[src/rtl/conv_deserializer.sv]
// DDR receive deserializer: captures one bit per clock phase, hunts for a sync word
// to find the word boundary, and delivers aligned words through a valid/ready register.
module conv_deserializer #(
  parameter int unsigned       WORD_W    = 8,
  parameter logic [WORD_W-1:0] SYNC_WORD = 8'hA5,
  parameter int unsigned       LOCK_CNT  = 2,
  parameter bit                DROP_SYNC = 1'b1
) (
  input  logic              i_clk,
  input  logic              i_reset,
  input  logic              i_serial_in,
  input  logic              i_align_req,
  output logic [WORD_W-1:0] o_par_out,
  output logic              o_par_valid,
  input  logic              i_par_ready,
  output logic              o_locked,
  output logic              o_overflow
);

  localparam int unsigned    HALF   = WORD_W / 2;
  localparam int unsigned    CW     = $clog2(HALF + 1);
  localparam int unsigned    MW     = $clog2(LOCK_CNT + 1);
  localparam logic [CW-1:0]  HALF_C = CW'(HALF);
  localparam logic [CW-1:0]  ONE_C  = CW'(1);
  localparam logic [MW:0]    LOCK_C = (MW + 1)'(LOCK_CNT);

  typedef enum logic [1:0] {
    S_HUNT    = 2'd0,
    S_CONFIRM = 2'd1,
    S_LOCKED  = 2'd2
  } state_t;

  state_t              r_state;
  state_t              w_state_nxt;
  logic                r_neg_bit;
  logic [WORD_W-1:0]   r_shreg;
  logic [CW-1:0]       r_fill_cnt;
  logic [CW-1:0]       r_pair_cnt;
  logic [MW-1:0]       r_match_cnt;
  logic [WORD_W-1:0]   r_par_out;
  logic                r_par_valid;
  logic                r_locked;
  logic                r_overflow;

  logic                w_fill_sat;
  logic                w_boundary;
  logic                w_sync_hit;
  logic [MW:0]         w_match_inc;
  logic                w_lock_reached;
  logic                w_fill_clr;
  logic                w_match_clr;
  logic                w_match_en;
  logic                w_pair_rst;
  logic                w_offer;
  logic                w_load;

  assign w_fill_sat     = (r_fill_cnt == HALF_C);
  assign w_boundary     = (r_pair_cnt == HALF_C);
  assign w_sync_hit     = (r_shreg == SYNC_WORD);
  assign w_match_inc    = {1'b0, r_match_cnt} + (MW + 1)'(1);
  assign w_lock_reached = (w_match_inc == LOCK_C);
  assign w_load         = w_offer && (!r_par_valid || i_par_ready);

  // High-phase bit is sampled on the falling edge; it is the earlier bit of each pair.
  always_ff @(negedge i_clk) begin
    if (i_reset) begin
      r_neg_bit <= 1'b0;
    end else begin
      r_neg_bit <= i_serial_in;
    end
  end

  // Alignment FSM: ALIGN_REQ takes priority over every lock and load decision.
  always_comb begin
    w_state_nxt = r_state;
    w_fill_clr  = 1'b0;
    w_match_clr = 1'b0;
    w_match_en  = 1'b0;
    w_pair_rst  = 1'b0;
    w_offer     = 1'b0;
    if (i_align_req) begin
      w_state_nxt = S_HUNT;
      w_fill_clr  = 1'b1;
      w_match_clr = 1'b1;
    end else begin
      case (r_state)
        S_HUNT: begin
          if (w_fill_sat && w_sync_hit) begin
            w_state_nxt = S_CONFIRM;
            w_pair_rst  = 1'b1;
            w_match_clr = 1'b1;
          end else begin
            w_state_nxt = S_HUNT;
          end
        end
        S_CONFIRM: begin
          if (w_boundary && w_sync_hit) begin
            w_match_en  = 1'b1;
            w_state_nxt = w_lock_reached ? S_LOCKED : S_CONFIRM;
          end else if (w_boundary) begin
            w_state_nxt = S_HUNT;
            w_fill_clr  = 1'b1;
          end else begin
            w_state_nxt = S_CONFIRM;
          end
        end
        S_LOCKED: begin
          w_state_nxt = S_LOCKED;
          w_offer     = w_boundary && !(DROP_SYNC && w_sync_hit);
        end
        default: begin
          w_state_nxt = S_HUNT;
          w_fill_clr  = 1'b1;
          w_match_clr = 1'b1;
        end
      endcase
    end
  end

  // Shift register, pair/fill/match counters and state register.
  always_ff @(posedge i_clk) begin
    if (i_reset) begin
      r_state     <= S_HUNT;
      r_locked    <= 1'b0;
      r_shreg     <= '0;
      r_fill_cnt  <= '0;
      r_pair_cnt  <= ONE_C;
      r_match_cnt <= '0;
    end else begin
      r_state  <= w_state_nxt;
      r_locked <= (w_state_nxt == S_LOCKED);
      r_shreg  <= {r_shreg[WORD_W-3:0], r_neg_bit, i_serial_in};
      if (w_fill_clr) begin
        r_fill_cnt <= '0;
      end else if (!w_fill_sat) begin
        r_fill_cnt <= r_fill_cnt + ONE_C;
      end
      if (w_pair_rst || w_boundary) begin
        r_pair_cnt <= ONE_C;
      end else begin
        r_pair_cnt <= r_pair_cnt + ONE_C;
      end
      if (w_match_clr) begin
        r_match_cnt <= '0;
      end else if (w_match_en) begin
        r_match_cnt <= w_match_inc[MW-1:0];
      end
    end
  end

  // Output register; a word offered while a stalled word is pending is dropped.
  always_ff @(posedge i_clk) begin
    if (i_reset) begin
      r_par_out   <= '0;
      r_par_valid <= 1'b0;
      r_overflow  <= 1'b0;
    end else begin
      if (w_load) begin
        r_par_out   <= r_shreg;
        r_par_valid <= 1'b1;
      end else if (i_par_ready) begin
        r_par_valid <= 1'b0;
      end
      if (w_offer && !w_load) begin
        r_overflow <= 1'b1;
      end
    end
  end

  assign o_par_out   = r_par_out;
  assign o_par_valid = r_par_valid;
  assign o_locked    = r_locked;
  assign o_overflow  = r_overflow;

endmodule

[config.mk]
export PLATFORM = sky130hd
export DESIGN_NAME = conv_deserializer
export DESIGN_NICKNAME = d
export VERILOG_FILES = /design/src/rtl/conv_deserializer.sv
export SDC_FILE = /design/constraint.sdc
export NUM_CORES = 1
export LEC_CHECK = 0
export CAP_MARGIN = 20
export CORE_MARGIN = 1.5
export CORE_UTILIZATION = 55
export CTS_BUF_LIST = sky130_fd_sc_hd__clkbuf_8
export DETAILED_ROUTE_END_ITERATION = 7
export GPL_ROUTABILITY_DRIVEN = 0
export PLACE_DENSITY = 0.79
export SLEW_MARGIN = 20
export SYNTH_ARGS = -nofsm -noshare
export SYNTH_HDL_FRONTEND = slang
export SYNTH_SLANG_ARGS = --single-unit
[constraint.sdc]
create_clock -name i_clk -period 2.8 [get_ports i_clk]
set_input_delay 0.28 -clock i_clk [delete_from_list [all_inputs] [get_ports i_clk]]
set_output_delay 0.28 -clock i_clk [all_outputs]
set_load 0.005 [all_outputs]
# Word-level counts from Yosys, hierarchy flattened
# Cells that the tools add are included.
totals:
  regBits: 30
  latch_bits: 0
  mem_bits_rw: 0
  rom_bits: 0
  inputBits: 5
  out_inout_bits: 11
  wordCells: 59
  n_memories: 0
op_classes:
  add_sub_neg: 3
  mul: 0
  n_div: 0
  order_cmp: 0
  n_eq_ne: 7
  shift: 0
  mux: 22
  bitwise: 0
  n_reduce_logical: 17
op_table:
  columns: ["cell", "count"]
  rows:
  - ["1-bit two-way mux", 16]
  - ["2-bit OR reduction", 5]
  - ["8-bit equality test (second input constant)", 1]
  - ["3-bit by 1-bit adder with 3-bit output (second input constant)", 2]
  - ["3-bit equality test (second input constant)", 2]
  - ["2-bit two-way mux", 3]
  - ["2-bit one-hot mux with 3 select lines", 1]
  - ["1-bit logical AND", 5]
  - ["2-bit equality test (second input constant)", 2]
  - ["1-bit one-hot mux with 2 select lines", 2]
  - ["2-bit by 1-bit adder with 3-bit output (second input constant)", 1]
  - ["3-bit by 2-bit equality test with 1-bit output (second input constant)", 1]
  - ["1-bit zero test", 3]
  - ["2-bit by 1-bit equality test with 1-bit output (second input constant)", 1]
  - ["2-bit zero test", 1]
  - ["1-bit logical OR", 2]
  - ["2-bit nonzero test", 1]

# Longest topological paths before layout
# Gate-level depths: netlist of run 1.
depth:
  ltp_word: 8
  depth_mapped: 6
  ltp_nobuf: 6

==> results.sh, run 1 <==
export IMPL_synth_seq_cells=30
export IMPL_routed_via_density=5.07
export IMPL_power_switching_mw=0.184
export IMPL_tightest_slew_ps=370
export IMPL_rows=17
export IMPL_antenna_cells=0
export IMPL_rsz0062_at_grt="false"
export IMPL_avgSynthCellArea_sq_um=10.5
export IMPL_relSlewSlack_pct=75.3
export IMPL_cap_violations=0
export IMPL_p_clk_share_pct=41.1
export IMPL_layout_drive_gt1_share_pct=12.1
export IMPL_cts_root_buf="clkbuf_8"
export IMPL_seq_area_sq_um=601
export IMPL_postCtsResizedCells=0
export IMPL_tritoncts="done"
export IMPL_fp_dieArea_sq_um=2580
export IMPL_finalClockSkew_ps=57.3
export IMPL_route_layer_met1_wl_um=916
export IMPL_grt_antenna_before_repair=0
export IMPL_clkSlewWorstSetupHoldPaths_ps=60
export IMPL_drt_iter0_markers=6
export IMPL_fillers=174
export IMPL_hold_viol=0
export IMPL_cts_made_buffers=5
export IMPL_routed_wl_um=2070
export IMPL_fin_nets=149
export IMPL_hp_class="flop to flop"
export IMPL_grt_max_degree=22
export IMPL_grt_pass1_wl_um=3740
export IMPL_ys_seq_area_share_pct=47.9
export IMPL_synth_enable_flop_cells=0
export IMPL_report_final_setup_viol=0
export IMPL_io_pins=16
export IMPL_cts_htree_levels=2
export IMPL_required_ps=1650
export IMPL_crit_family="buffers and inverters"
export IMPL_overflow=0
export IMPL_maxSlewViolCount=0
export IMPL_synthCells=119
export IMPL_sequentialPowerShare_pct=53.0
export IMPL_crit_arrival_ps=880
export IMPL_clock_sinks=30
export IMPL_crit_path_end_kind="flop"
export IMPL_hold_buffers=0
export IMPL_track_usage_pct=20.0
export IMPL_chipHeight_um=50.7
export IMPL_postRouteAntennaNets=0
export IMPL_syn_nets=129
export IMPL_crit_buf_inv=1
export IMPL_fp_coreArea_sq_um=2190
export IMPL_wl_met3_um=83
export IMPL_slowest_delay_ps=440
export IMPL_p_int_mw=0.661
export IMPL_r2r_start="r_neg_bit"
export IMPL_status="finished, final reports clean"
export IMPL_num_vias=852
export IMPL_clockBufferDepth=2
export IMPL_firstDrtPassIters=4
export IMPL_worstPathMaxFanout=2
export IMPL_criticalPathCategory="input port to flop"
export IMPL_combPwrFrac_pct=5.9
export IMPL_syn_to_final_growth_pct=21.8
export IMPL_post_route_drc_count=0
export IMPL_crit_start="i_serial_in"
export IMPL_highest_layer="met4"
export IMPL_irDropWorstVdd_mv=0.454
export IMPL_post_cts_setup_buffers=0
export IMPL_synth_cell_types=29
export IMPL_fp_dieW_um=50.7
export IMPL_final_util_pct=69.7
export IMPL_initial_core_util_pct=57.2
export IMPL_syn_area_sq_um=1250
export IMPL_portBuffers=15
export IMPL_synthArstFlopShare_pct=0
export IMPL_leakagePower_nw=0.595
export IMPL_cp_slowest_cell="clkdlybuf4s50_1"
export IMPL_worstPathCellList="clkdlybuf4s50_1, nor2b_1"
export IMPL_p_sw_share_pct=21.8
export IMPL_fin_tns_setup_ps=0
export IMPL_dp_hpwl_um=1530
export IMPL_route_met2_wl_um=1050
export IMPL_synthFlopType="dfxtp_1"
export IMPL_grt_pass1_vias=896
export IMPL_drt_wirelength_per_cell_um=12.3
export IMPL_min_from="o_par_out[6]"
export IMPL_power_density_nw_per_um2=553
export IMPL_cp_start_kind="input port"
export IMPL_multi_input_area_sq_um=612
export IMPL_clock_latency_ps=330
export IMPL_ys_warn_count=0
cells by family (layout without fill, tap and decap cells):
logic type,Yosys count,after routing,synth area share (%)
xor+xnor,3,3,2.10
buf+inv,11,32,3.29
fa+ha+maj,5,5,4.99
compound gates,12,12,7.58
flops,30,30,47.9
simple gates,49,49,26.3
mux,9,9,7.78
layer usage:
layer / vias to the layer above / GRT usage [%]
met1: 395 / 20.5
li1: 438 / -
met2: 15 / 35.7
met4: 0 / 9.46
met5: - / 0
met3: 4 / 7.44
final cells by class:
cell class | count | share of cell area, %
timing repair buffer | 16 | 10.3
sequential | 30 | 39.3
multi-input combinational | 78 | 40.1
inverter | 7 | 1.72
clock inverter | 3 | 0.820
clock buffer | 6 | 5.41
tap | 28 | 2.30
synthesized netlist by cell type, types with 2 or more instances:
cell      instances  area share, %
a21oi_1           4            1.6
a221o_1           2            1.6
clkbuf_1          3           0.90
dfxtp_1          30             48
ha_1              5            5.0
inv_1             8            2.4
mux2_1            6            5.4
mux2i_1           3            2.4
nand2_1           4            1.2
nand2b_1          8            4.0
nand4b_1          2            1.4
nor2_1            8            2.4
nor2b_1          14            7.0
nor3_1            2           0.80
nor3_2            3            2.4
or2_1             2            1.0
xnor2_1           3            2.1
per-stage QoR:
stage / power [mW] / cell area, sq um / hold WS, ps / std cells / worst slack, ps
after floorplan: 0.495 / 1250 / 359 / 119 / 703
after global placement: 0.508 / 1440 / 458 / 160 / 470
after detailed placement: 0.511 / 1440 / 470 / 160 / 440
after CTS: 0.854 / 1530 / 483 / 168 / 771
after global routing: 0.886 / 1530 / 500 / 168 / 757
final: 0.845 / 1530 / 482 / 168 / 775
worst paths after layout:
check                               endpoint  slack [ps]  depth (start not counted)
worst max register to register    r_shreg[1]         840                          1
worst min register to register  o_par_out[6]         480                          2
worst max-delay path               r_neg_bit         770                          2
worst min-delay path            o_par_out[6]         480                          2
state kept, by name (all words and copies together) (netlist names):
register and flops:
r_fill_cnt 3, r_neg_bit 1, o_overflow 1, o_par_valid 1, r_shreg 8, o_par_out 8, r_match_cnt 2, r_pair_cnt 3
o_locked 1, r_state 2
power by group through the flow:
stage / clock network, mW / registers (mW) / logic [mW]
6_report: 0.347 / 0.448 / 0.0495
5_1_grt: 0.379 / 0.449 / 0.0581
4_1_cts: 0.356 / 0.448 / 0.0501
3_5_place_dp: 0.00447 / 0.457 / 0.0497
3_3_place_gp: 0.00447 / 0.456 / 0.0474
2_1_floorplan: 0.00447 / 0.455 / 0.0359
layout by cell type (no fill, tap or decap), drive strengths merged:
cell	n
o21a	1
nor3	5
buf	1
or2	2
a21oi	4
ha	5
nand3	1
nand3b	1
a31oi	1
and3	1
nand2b	8
clkdlybuf4s50	15
nand2	4
nand4b	2
nor2	8
xnor2	3
nor2b	14
a221o	2
clkbuf	6
mux2i	3
inv	9
o21ba	1
clkinv	1
a211oi	1
nor4	2
mux2	6
o21ai	2
or4b	1
dfxtp	30
Note: power is estimated with default switching activity, not from simulation.
==> inputs of run 2 (changes only) <==
==> constraint.sdc (replaced) <==
create_clock -name i_clk -period 1.99 [get_ports i_clk]
set_input_delay 0.199 -clock i_clk [delete_from_list [all_inputs] [get_ports i_clk]]
set_output_delay 0.199 -clock i_clk [all_outputs]
set_load 0.005 [all_outputs]
==> run 2 against run 1 <==
Against the previous run:
- worst hold slack got worse by 3.7 ps
- combinational power increased by 44%
- clock skew is 3.3 ps lower
- critical path depth up 2
- final area is 1.6% higher
- clock power rose by 72%
- global-route usage rose by 1.0 points
- setup slack worse by 530 ps
- cell count grew 0.60%
- critical path type is now flop to flop
==> results.sh, run 2 (synthesis gave the netlist of run 1 again) <==
export IMPL_status="finished, final reports clean"
export IMPL_leakagePower_nw=0.605
export IMPL_fin_ws_ps=246
export IMPL_period_minus_slack_ps=1740
export IMPL_rows=17
export IMPL_grt_pass1_vias=852
export IMPL_grt_max_degree=22
export IMPL_clkSlewWorstSetupHoldPaths_ps=60
export IMPL_io_pins=16
export IMPL_seq_area_sq_um=601
export IMPL_relSlewSlack_pct=73.8
export IMPL_sequentialPowerShare_pct=48.5
export IMPL_firstDrtPassIters=3
export IMPL_hp_class="flop to flop"
export IMPL_overflow=0
export IMPL_num_vias=862
export IMPL_cts_htree_levels=2
export IMPL_cap_violations=0
export IMPL_syn_to_final_growth_pct=23.8
export IMPL_fp_coreArea_sq_um=2190
export IMPL_finalClockSkew_ps=54.0
export IMPL_initial_core_util_pct=57.2
export IMPL_fin_crit_sh_pct=87.6
export IMPL_fin_nets=150
export IMPL_crit_path_end_kind="flop"
export IMPL_cp_slowest_cell="or4b_4"
export IMPL_mostFrequentLayoutCell="dfxtp_1"
export IMPL_total_power_mw=1.30
export IMPL_post_place_ws_ps=109
export IMPL_drt_wirelength_per_cell_um=13.0
export IMPL_grt_antenna_before_repair=0
export IMPL_cp_start_kind="flop"
export IMPL_chipHeight_um=50.7
export IMPL_postCtsResizedCells=0
export IMPL_grt_pass1_wl_um=3880
export IMPL_antenna_cells=0
export IMPL_cts_made_buffers=5
export IMPL_holdWs_ps=478
export IMPL_hold_viol=0
export IMPL_irDropWorstVdd_mv=0.753
export IMPL_multi_input_area_sq_um=612
export IMPL_crit_arrival_ps=1900
export IMPL_p_clk_share_pct=46.0
export IMPL_reg2reg_slack_ps=250
export IMPL_required_ps=2150
export IMPL_fp_dieArea_sq_um=2580
export IMPL_holdPathEnd="o_overflow"
export IMPL_worstPathCellList="or4b_4, o21ba_4, nand3_4, mux2_1"
export IMPL_power_density_nw_per_um2=838
export IMPL_holdPathStages=2
export IMPL_p_sw_share_pct=21.1
export IMPL_grt_busiest_layer="met2"
export IMPL_mostFrequentLayoutCells="30 x dfxtp_1, 15 x clkdlybuf4s50_1, 14 x nor2b_1"
export IMPL_postRouteAntennaNets=0
export IMPL_drt_iter0_markers=4
export IMPL_layout_drive_gt1_share_pct=13.5
export IMPL_clock_sinks=30
export IMPL_portBuffers=15
export IMPL_clock_latency_ps=330
export IMPL_criticalPathCategory="flop to flop"
export IMPL_min_from="o_overflow"
export IMPL_fillers=158
export IMPL_grtUsageMet1_pct=22.4
export IMPL_tritoncts="done"
export IMPL_post_cts_setup_buffers=0
export IMPL_worstRegToRegCells=4
export IMPL_r2r_end="o_par_out[3]"
export IMPL_combPwrFrac_pct=5.5
export IMPL_r2r_start="r_shreg[3]"
export IMPL_tightest_slew_ps=391
export IMPL_routed_via_density=5.10
export IMPL_routed_wl_um=2200
export IMPL_maxSlewViolCount=0
export IMPL_post_route_drc_count=0
export IMPL_dp_hpwl_um=1540
export IMPL_hold_buffers=0
export IMPL_max_freq_mhz=573
export IMPL_fp_dieW_um=50.7
export IMPL_met2_usage_pct=35.3
export IMPL_cts_root_buf="clkbuf_8"
export IMPL_rsz0062_at_grt="false"
export IMPL_p_int_mw=1.03
export IMPL_worstPathMaxFanout=6
export IMPL_clockBufferDepth=2
export IMPL_fin_tns_setup_ps=0
export IMPL_power_switching_mw=0.275
export IMPL_report_final_setup_viol=0
export IMPL_globalRouteMet3Util_pct=7.74
export IMPL_slowest_delay_ps=580
export IMPL_track_usage_pct=21.0
run 2: cell count changes in the layout (fill, tap and decap cells not counted):
cell / previous run / this run
clkbuf_8: 6 / 5
inv_1: 9 / 8
clkinv_2: 1 / 2
buf_4: 1 / 2
bufinv_16: 0 / 1
run 2: stage by stage:
step / instances / cell area, sq um / utilization, %
floorplan: 119 / 1250 / -
finish: 169 / 1550 / 70.8
global route: 169 / 1550 / 70.8
global placement: 161 / 1440 / 65.8
CTS: 169 / 1550 / 70.8
detailed placement: 161 / 1440 / 65.8
run 2: power by group through the flow:
stage | Sequential (mW) | Clock [mW] | Combinational, mW
after floorplan | 0.640 | 0.00629 | 0.0505
after global placement | 0.642 | 0.00629 | 0.0684
after detailed placement | 0.644 | 0.00629 | 0.0705
after CTS | 0.630 | 0.615 | 0.0718
after global routing | 0.633 | 0.639 | 0.0818
final | 0.630 | 0.598 | 0.0713
run 2: critical path: cells and delay by family (launching register included):
kind	cells	cell delay, ps
mux	1	350
flops	1	310
compound gates	1	270
simple gates	2	680
run 2: worst max path at each step:
stage	end	from	cells past startpoint
after global routing	o_par_out[3]	r_shreg[3]	4
after CTS	o_par_out[3]	r_shreg[3]	4
after detailed placement	r_neg_bit	i_serial_in	2
after global placement	r_neg_bit	i_serial_in	2
final	o_par_out[3]	r_shreg[3]	4
after floorplan	o_par_out[0]	r_shreg[3]	4
run 2: final cells by class:
class                      instances  share of cell area (%)
multi-input combinational         78                    39.4
clock inverter                     4                    2.82
inverter                           7                    1.69
timing repair buffer              17                    10.6
clock buffer                       5                    4.44
tap                               28                    2.26
sequential                        30                    38.7
run 2: routing by layer:
layer / part of all wire (%) / wire length (um)
met4: 2.0 / 45
met2: 50 / 1100
met3: 4.4 / 96
met1: 43 / 958
met5: 0 / 0
==> inputs of run 3 (changes only) <==
--- a/config.mk
+++ b/config.mk
@@ -5,6 +5,7 @@
 export SDC_FILE = /design/constraint.sdc
 export NUM_CORES = 1
 export LEC_CHECK = 0
+export ABC_AREA = 1
 export CAP_MARGIN = 20
 export CORE_MARGIN = 1.5
 export CORE_UTILIZATION = 55
==> run 3 against run 2 <==
Against the previous run:
- count of clock-buffer cells in the layout did not move
- critical path depth fell by 2
- register-to-register slack improved by 220 ps
- non-clock buffer count fell by 1
- synthesized area barely moved
- die area barely moved
- via count rose by 20%
- worst hold slack got worse by 36 ps
- critical path type unchanged
- critical endpoint is now r_shreg[1]
==> results.sh, run 3 <==
export IMPL_status="finished, final reports clean"
export IMPL_track_usage_pct=22.0
export IMPL_leakagePower_nw=0.725
export IMPL_grt_pass1_wl_um=4020
export IMPL_mostFrequentLayoutCells="35 x inv_1, 35 x nor2_1, 31 x nand2_1"
export IMPL_power_switching_mw=0.262
export IMPL_firstDrtPassIters=5
export IMPL_chipHeight_um=50.8
export IMPL_rsz0062_at_grt="false"
export IMPL_fin_nets=199
export IMPL_worstPathCellList="inv_1, nor2_1"
export IMPL_holdPathEnd="r_pair_cnt[0]"
export IMPL_hold_buffers=0
export IMPL_fp_dieW_um=50.8
export IMPL_cap_violations=0
export IMPL_tightest_slew_ps=339
export IMPL_fin_tns_setup_ps=0
export IMPL_routed_wl_um=2320
export IMPL_post_route_drc_count=0
export IMPL_power_density_nw_per_um2=757
export IMPL_clockBufferDepth=2
export IMPL_fp_coreArea_sq_um=2190
export IMPL_crit_path_end_kind="flop"
export IMPL_sequentialPowerShare_pct=55.0
export IMPL_grt_pass1_vias=1009
export IMPL_r2r_end="r_shreg[1]"
export IMPL_grt_antenna_before_repair=0
export IMPL_syn_area_sq_um=1250
export IMPL_reg2reg_slack_ps=470
export IMPL_required_ps=2150
export IMPL_tritoncts="done"
export IMPL_dp_hpwl_um=1730
export IMPL_ys_seq_area_share_pct=47.9
export IMPL_cts_root_buf="clkbuf_8"
export IMPL_cp_slowest_cell="dfxtp_1"
export IMPL_finalClockSkew_ps=54.5
export IMPL_rows=17
export IMPL_initial_core_util_pct=57.3
export IMPL_cts_made_buffers=5
export IMPL_worstPathMaxFanout=1
export IMPL_clkSlewWorstSetupHoldPaths_ps=60
export IMPL_p_clk_share_pct=39.2
export IMPL_cts_htree_levels=2
export IMPL_p_int_mw=0.882
export IMPL_hold_viol=0
export IMPL_postRouteAntennaNets=0
export IMPL_final_cells=218
export IMPL_num_vias=1031
export IMPL_antenna_cells=0
export IMPL_portBuffers=15
export IMPL_cp_start_kind="flop"
export IMPL_layout_drive_gt1_share_pct=7.89
export IMPL_report_final_setup_viol=0
export IMPL_slowest_delay_ps=290
export IMPL_routed_via_density=4.73
export IMPL_io_pins=16
export IMPL_irDropWorstVdd_mv=0.660
export IMPL_clock_latency_ps=330
export IMPL_overflow=0
export IMPL_synth_enable_flop_cells=0
export IMPL_crit_family="flip-flops"
export IMPL_ys_warn_count=0
export IMPL_combPwrFrac_pct=5.8
export IMPL_synth_seq_cells=30
export IMPL_post_cts_setup_buffers=0
export IMPL_avgSynthCellArea_sq_um=7.47
export IMPL_drt_wirelength_per_cell_um=10.7
export IMPL_fp_dieArea_sq_um=2580
export IMPL_postCtsResizedCells=0
export IMPL_synth_area_leader_cell="dfxtp_1"
export IMPL_syn_to_final_growth_pct=20.5
export IMPL_worstRegToRegCells=2
export IMPL_crit_buf_inv=1
export IMPL_synth_common_cells="35 x nor2_1, 32 x inv_1, 31 x nand2_1, 30 x dfxtp_1, 6 x nand3_1"
export IMPL_clock_sinks=30
export IMPL_grt_max_degree=18
export IMPL_syn_nets=178
export IMPL_dp_cells=210
export IMPL_synthArstFlopShare_pct=0
export IMPL_synth_area_leaders="dfxtp_1 48%, nor2_1 10%, inv_1 9.6%"
export IMPL_relSlewSlack_pct=77.2
export IMPL_hp_class="flop to flop"
export IMPL_synthFlopType="dfxtp_1"
export IMPL_drt_iter0_markers=15
export IMPL_maxSlewViolCount=0
export IMPL_holdPathStages=1
export IMPL_criticalPathCategory="flop to flop"
export IMPL_fillers=193
export IMPL_min_from="r_pair_cnt[0]"
export IMPL_synth_cell_types=21
export IMPL_synthMostInstantiatedCell="nor2_1"
export IMPL_synth_top_cell_area_share_pct=47.9
export IMPL_synthCells=168
export IMPL_crit_arrival_ps=1690
export IMPL_r2r_start="r_neg_bit"
export IMPL_p_sw_share_pct=22.9
[run 3: cell types whose count changed after synthesis, moves of 8 or more]
cell	delta
nand2_1	+27
nor2_1	+27
nand2b_1	-8
inv_1	+24
nor2b_1	-14
[run 3: final cells by class]
cell class              instances  area (sq um)  area share [%]
flip-flops and latches         30           601            39.7
multi-input cells             100           504            33.3
repair buffers                 16           158            10.4
inverters                      35           131            8.68
clock buffers                   5          68.8            4.55
well taps                      28          35.0            2.32
clock inverters                 4          15.0           0.993
[run 3: power groups by stage]
stage / sequential [mW] / combinational (mW) / clock, mW
CTS: 0.630 / 0.0670 / 0.461
global placement: 0.641 / 0.0618 / 0.00629
floorplan: 0.640 / 0.0451 / 0.00629
finish: 0.630 / 0.0663 / 0.448
detailed placement: 0.643 / 0.0662 / 0.00629
global route: 0.631 / 0.0786 / 0.474
[run 3: cells by family (layout without fill, tap and decap cells)]
group	Yosys count	count (layout)	share of synthesized area (%)
compound gates	9	9	3.99
buf+inv	38	60	12.0
xor+xnor	3	3	2.09
flops	30	30	47.9
simple gates	83	83	29.1
fa+ha+maj	5	5	4.99
[run 3: how the worst max path moves through the flow]
stage                        startpoint             to  slack, ps  depth (start not counted)
after floorplan                 i_reset      r_neg_bit        330                          2
after global placement          i_reset      r_neg_bit        140                          2
after detailed placement    i_serial_in      r_neg_bit        140                          3
after CTS                     r_neg_bit     r_shreg[1]        470                          2
after global routing      r_fill_cnt[0]  r_pair_cnt[2]        360                          7
final                         r_neg_bit     r_shreg[1]        470                          2
[run 3: metrics by stage]
step                      util (%)  power, mW  hold slack, ps  cell area [sq um]  setup WS [ps]
final                         69.0       1.14             442               1510            469
after global routing          69.0       1.18             451               1510            360
after CTS                     69.0       1.16             442               1510            470
after detailed placement      65.4      0.716             429               1430            138
after global placement        65.4      0.710             424               1430            145
after floorplan                  -      0.691             268               1250            334
[run 3: layer usage]
| layer | global-route usage [%] | vias to the layer above | part of all wire [%] |
|---|---|---|---|
| met3 | 6.25 | 5 | 4.8 |
| met4 | 14.9 | 0 | 2.7 |
| li1 | - | 539 | - |
| met2 | 39.3 | 19 | 52 |
| met1 | 21.8 | 468 | 41 |
| met5 | 0 | - | 0 |
